`config.mk`:
```
export PLATFORM = sky130hd
export DESIGN_NAME = uart_rx_os16
export DESIGN_NICKNAME = d
export VERILOG_FILES = /design/src/rtl/uart_rx_os16.sv
export SDC_FILE = /design/constraint.sdc
export NUM_CORES = 1
export LEC_CHECK = 0
export BUFFER_PORTS_ARGS = -buffer_cell sky130_fd_sc_hd__buf_4
export CORE_MARGIN = 2
export CORE_UTILIZATION = 40
export CTS_BUF_LIST = sky130_fd_sc_hd__clkbuf_16
export DETAILED_ROUTE_END_ITERATION = 7
export GPL_TIMING_DRIVEN = 0
export HOLD_SLACK_MARGIN = 0.12
export PLACE_DENSITY_LB_ADDON = 0.15
export RECOVER_POWER = 100
export SLEW_MARGIN = 30
export SYNTH_ARGS = -nofsm -noshare
export SYNTH_HDL_FRONTEND = slang
export SYNTH_SLANG_ARGS = --single-unit
```
`constraint.sdc`:
```
create_clock -name clk -period 2.9 [get_ports clk]
set_input_delay 0.725 -clock clk [delete_from_list [all_inputs] [get_ports clk]]
set_output_delay 0.725 -clock clk [all_outputs]
set_load 0.005 [all_outputs]
```
`src/rtl/uart_rx_os16.sv`:
```
// 16x oversampling UART receiver with an internal baud-tick generator.
// Emits one byte per frame with a single-cycle done pulse; a low stop bit
// produces a single-cycle frame-error pulse and the receiver then waits for
// the line to return high before hunting for the next start bit.
module uart_rx_os16 #(
    parameter int CLK_FREQ = 50_000_000,
    parameter int BAUD     = 19_200,
    parameter int DBIT     = 8,
    parameter int SB_TICK  = 16,
    parameter int DIVISOR  = (CLK_FREQ + 8 * BAUD) / (16 * BAUD)
) (
    input  logic            clk,
    input  logic            reset,
    input  logic            rx,
    output logic [DBIT-1:0] rx_data,
    output logic            rx_done,
    output logic            frame_err,
    output logic            busy
);

    localparam int TW = (DIVISOR > 1) ? $clog2(DIVISOR) : 1;
    localparam int NW = (DBIT > 1) ? $clog2(DBIT) : 1;

    localparam logic [TW-1:0] TICK_LAST = TW'(DIVISOR - 1);
    localparam logic [3:0]    MID_START = 4'd7;
    localparam logic [3:0]    BIT_LAST  = 4'd15;
    localparam logic [3:0]    STOP_LAST = 4'(SB_TICK - 1);
    localparam logic [NW-1:0] N_LAST    = NW'(DBIT - 1);

    typedef enum logic [2:0] {
        S_IDLE,
        S_START,
        S_DATA,
        S_STOP,
        S_WAIT_HI
    } state_t;

    logic            r_rx_p0;
    logic            r_rx_p1;
    logic            w_rx_s;

    state_t          r_state;
    state_t          w_state_nxt;
    logic [TW-1:0]   r_tick_cnt;
    logic [TW-1:0]   w_tick_cnt_nxt;
    logic            w_tick;
    logic [3:0]      r_s_cnt;
    logic [3:0]      w_s_cnt_nxt;
    logic [NW-1:0]   r_n_cnt;
    logic [NW-1:0]   w_n_cnt_nxt;
    logic [DBIT-1:0] r_shreg;
    logic [DBIT-1:0] w_shreg_nxt;
    logic [DBIT-1:0] r_data;
    logic [DBIT-1:0] w_data_nxt;
    logic            r_done;
    logic            w_done_nxt;
    logic            r_err;
    logic            w_err_nxt;

    assign w_rx_s = r_rx_p1;
    assign w_tick = (r_tick_cnt == TICK_LAST);

    // Two-flop synchroniser for the asynchronous line; idles (and resets) high.
    always_ff @(posedge clk) begin
        if (!reset) begin
            r_rx_p0 <= 1'b1;
            r_rx_p1 <= 1'b1;
        end else begin
            r_rx_p0 <= rx;
            r_rx_p1 <= r_rx_p0;
        end
    end

    // State, counters, shift register and registered output pulses.
    always_ff @(posedge clk) begin
        if (!reset) begin
            r_state    <= S_IDLE;
            r_tick_cnt <= '0;
            r_s_cnt    <= '0;
            r_n_cnt    <= '0;
            r_shreg    <= '0;
            r_data     <= '0;
            r_done     <= 1'b0;
            r_err      <= 1'b0;
        end else begin
            r_state    <= w_state_nxt;
            r_tick_cnt <= w_tick_cnt_nxt;
            r_s_cnt    <= w_s_cnt_nxt;
            r_n_cnt    <= w_n_cnt_nxt;
            r_shreg    <= w_shreg_nxt;
            r_data     <= w_data_nxt;
            r_done     <= w_done_nxt;
            r_err      <= w_err_nxt;
        end
    end

    // Next-state logic: tick divider, oversample counting and frame decoding.
    always_comb begin
        w_state_nxt    = r_state;
        w_tick_cnt_nxt = w_tick ? '0 : r_tick_cnt + TW'(1);
        w_s_cnt_nxt    = r_s_cnt;
        w_n_cnt_nxt    = r_n_cnt;
        w_shreg_nxt    = r_shreg;
        w_data_nxt     = r_data;
        w_done_nxt     = 1'b0;
        w_err_nxt      = 1'b0;

        case (r_state)
            S_IDLE: begin
                // Divider held at zero while idle; the detection cycle counts
                // as the first divider step so sampling phase tracks the edge.
                w_tick_cnt_nxt = '0;
                if (!w_rx_s) begin
                    w_state_nxt    = S_START;
                    w_s_cnt_nxt    = '0;
                    w_tick_cnt_nxt = TW'(1);
                end
            end

            S_START: begin
                if (w_tick) begin
                    if (r_s_cnt == MID_START) begin
                        w_s_cnt_nxt = '0;
                        if (!w_rx_s) begin
                            w_state_nxt = S_DATA;
                            w_n_cnt_nxt = '0;
                        end else begin
                            w_state_nxt = S_IDLE;
                        end
                    end else begin
                        w_s_cnt_nxt = r_s_cnt + 4'd1;
                    end
                end
            end

            S_DATA: begin
                if (w_tick) begin
                    if (r_s_cnt == BIT_LAST) begin
                        w_s_cnt_nxt = '0;
                        w_shreg_nxt = {w_rx_s, r_shreg[DBIT-1:1]};
                        if (r_n_cnt == N_LAST) begin
                            w_state_nxt = S_STOP;
                        end else begin
                            w_n_cnt_nxt = r_n_cnt + NW'(1);
                        end
                    end else begin
                        w_s_cnt_nxt = r_s_cnt + 4'd1;
                    end
                end
            end

            S_STOP: begin
                if (w_tick) begin
                    if (r_s_cnt == STOP_LAST) begin
                        w_s_cnt_nxt = '0;
                        if (w_rx_s) begin
                            w_data_nxt  = r_shreg;
                            w_done_nxt  = 1'b1;
                            w_state_nxt = S_IDLE;
                        end else begin
                            w_err_nxt   = 1'b1;
                            w_state_nxt = S_WAIT_HI;
                        end
                    end else begin
                        w_s_cnt_nxt = r_s_cnt + 4'd1;
                    end
                end
            end

            S_WAIT_HI: begin
                // A held-low line (break) must not re-trigger a frame.
                if (w_rx_s) begin
                    w_state_nxt = S_IDLE;
                end
            end

            default: begin
                w_state_nxt = S_IDLE;
            end
        endcase
    end

    assign rx_data   = r_data;
    assign rx_done   = r_done;
    assign frame_err = r_err;
    assign busy      = (r_state != S_IDLE);

endmodule

```
==> impl_metrics.env <==
export IMPL_syn_to_final_growth_pct=15.2
export IMPL_min_path_type="reg2reg"
export IMPL_setup_worst_path_class="reg2out"
export IMPL_syn_inst=196
export IMPL_cts_made_buffers=5
export IMPL_hold_path_startpoint="r_rx_p0"
export IMPL_n_fill_cell=432
export IMPL_cts_sinks=38
export IMPL_ys_warn_count=0
export IMPL_hpwl_um=2760
export IMPL_die_x_um=70.5
export IMPL_hold_depth=1
export IMPL_synthDistinctLibCells=45
export IMPL_dp_cells=260
export IMPL_required_ns=2.17
export IMPL_r2r_start="r_state[2]"
export IMPL_finClkSkew_ns=0.00347
export IMPL_end_kind="output pin"
export IMPL_placed_area_sq_um=1930
export IMPL_grt_max_degree=12
export IMPL_num_io_pins=14
export IMPL_critPathArrivalTime_ns=1.41
export IMPL_avgSynthCellArea_sq_um=9.03
export IMPL_setup_tns_ns=0
export IMPL_ys_top_cells_by_area="dfxtp_1 43%, mux2i_1 6.2%, nand3_1 5.1%"
export IMPL_synth_main_ff_cell="dfxtp_1"
export IMPL_drcViolationCount=0
export IMPL_synth_nets=204
export IMPL_drt_vias_per_instance=5.56
export IMPL_ys_seq_area_share_pct=43.0
export IMPL_gr_usage_all_layers_pct=17.1
export IMPL_hold_end="r_rx_p1"
export IMPL_nets=223
export IMPL_port_buffers=12
export IMPL_dr_total_vias=1484
export IMPL_grt_ovfl_total=0
export IMPL_total_power_w=0.00108
export IMPL_dp_slack_ns=1.07
export IMPL_drive_gt1_share_pct=11.6
export IMPL_clk_latency_ns=0.28
export IMPL_synth_seq_cells=38
export IMPL_fmaxAchievable_mhz=469
export IMPL_synth_edf_count=0
export IMPL_worstMarginPinSlew_ns=0.543
export IMPL_fp_row_count=24
export IMPL_relSlewSlack_pct=63.7
export IMPL_final_seq_area_sq_um=761
export IMPL_crit_fanout=10
export IMPL_num_antenna_cells=0
export IMPL_coreArea_sq_um=4290
export IMPL_root_buffer="clkbuf_16"
export IMPL_design_area_sq_um=2040
export IMPL_finalSetupViolations=0
export IMPL_cts_hold_buf=0
export IMPL_rr_worst_depth=5
export IMPL_finalHoldViolations=0
export IMPL_cts_tree="yes"
export IMPL_yosysMostFrequentCell="dfxtp_1"
export IMPL_synth_async_reset_ratio_pct=0
export IMPL_r2r_end="r_shreg[4]"
export IMPL_fin_cells=267
export IMPL_synth_top_area_share_pct=43.0
export IMPL_power_per_cell_area_nw_per_um2=528
export IMPL_slew_violations=0
export IMPL_period_share_pct=73.6
export IMPL_r2r_slack_ns=0.80
export IMPL_run_status="complete, no violations"
export IMPL_drt_pass1_iterations=4
export IMPL_rsz0062_at_grt="no"
export IMPL_first_iter_violations=60
export IMPL_yosys_area_top_type="dfxtp_1"
export IMPL_p_leak_nw=0.807
export IMPL_htree_levels=2
export IMPL_antenna_found_initial=0
export IMPL_start_util_pct=41.2
export IMPL_place_gp_congestion=0.852
export IMPL_syn_cell_area_sq_um=1770
export IMPL_ys_top_cells_by_count="38 x dfxtp_1, 21 x nor2_1, 18 x nand3_1"
export IMPL_clock_path_buffers=2
export IMPL_clkTransAtPathRegs_ns=0.05
export IMPL_startpoint_type="flip-flop"
export IMPL_dieArea_sq_um=4970
export IMPL_min_period_ns=2.13
export IMPL_cts_setup_buffers=0
export IMPL_ir_worst_vdd_v=0.000264
export IMPL_drtAntennaViolNets=0
export IMPL_drt_wirelength_per_cell_um=14.1
export IMPL_maxCapViolations=0
export IMPL_multi_input_area_sq_um=895
export IMPL_fp_dieH_um=70.5
export IMPL_wl_um=3770
export IMPL_grt_pass1_vias=1422
export IMPL_worst_slack_ns=0.767
export IMPL_grt_pass1_wl_um=6730
export IMPL_cts_resized_gates=0
-- metrics by stage --
stage / hold WS [ns] / util [%]
2_1_floorplan: 0.386 / -
3_3_place_gp: 0.387 / 44.8
3_5_place_dp: 0.398 / 44.8
4_1_cts: 0.411 / 48.0
5_1_grt: 0.437 / 47.5
6_report: 0.407 / 47.5
-- cells by family after synthesis --
logic type               count (synthesis)  share of synthesized area (%)
AND/OR/NAND/NOR                         76                           24.1
flip-flops                              38                           43.0
XOR/XNOR                                 8                           3.96
adder cells (fa/ha/maj)                  5                           3.53
multiplexers                            11                           6.22
AO/OA/AOI/OAI                           38                           13.6
buffers and inverters                   20                           5.65
-- layout by cell type (no fill, tap or decap), drive strengths merged, types with 4 or more instances in the layout --
| cell type | count |
|---|---|
| nand3 | 18 |
| nand2 | 7 |
| nand4 | 6 |
| ha | 5 |
| nor2 | 21 |
| inv | 7 |
| mux2i | 11 |
| a21oi | 12 |
| clkbuf | 24 |
| xor2 | 5 |
| nor3 | 4 |
| buf | 7 |
| o21ai | 10 |
| dfxtp | 38 |
-- flip-flops by register name, indices dropped and copies added, names as in the netlist --
register and count:
frame_err 1, r_n_cnt 3, r_rx_p0 1, r_rx_p1 1, r_s_cnt 4, r_shreg 8
r_state 3, r_tick_cnt 8, rx_data 8, rx_done 1
-- worst max-delay path, stage by stage (launching register included) --
cell and delay [ns]:
dfxtp_1 0.33, buf_6 0.14, or3_1 0.34, clkbuf_1 0.16, buf_4 0.16
-- final cells by class --
class / count / area share [%]
multi-input cells: 138 / 43.9
well taps: 52 / 3.19
plain buffers: 14 / 3.62
clock buffers: 5 / 6.13
flip-flops and latches: 38 / 37.3
repair buffers: 12 / 4.23
inverters: 6 / 1.10
clock inverters: 2 / 0.552
-- how the worst max path moves through the flow --
| stage | start | end | slack [ns] | cells after the start |
|---|---|---|---|---|
| final | r_state[1] | busy | 0.77 | 4 |
| after global routing | r_state[2] | r_shreg[3] | 0.48 | 5 |
| after CTS | r_state[1] | busy | 0.77 | 4 |
| after detailed placement | r_state[1] | busy | 1.07 | 4 |
| after global placement | r_state[1] | busy | 1.08 | 4 |
| after floorplan | r_state[1] | busy | 1.29 | 3 |
-- power by group --
part           switching, W  internal [W]  total (W)  leakage, nW
registers        0.00000291      0.000525   0.000528        0.307
clock network      0.000199      0.000310   0.000509       0.0671
logic             0.0000268     0.0000134  0.0000402        0.433
total              0.000229      0.000849    0.00108        0.807
-- routing by layer --
layer / vias up / share of wire [%] / GRT usage (%)
met5: - / 0 / 0
li1: 737 / - / -
met1: 713 / 46 / 20.7
met3: 6 / 3.5 / 4.42
met4: 0 / 1.6 / 6.29
met2: 28 / 49 / 29.5
(Power assumes the default switching activity.)
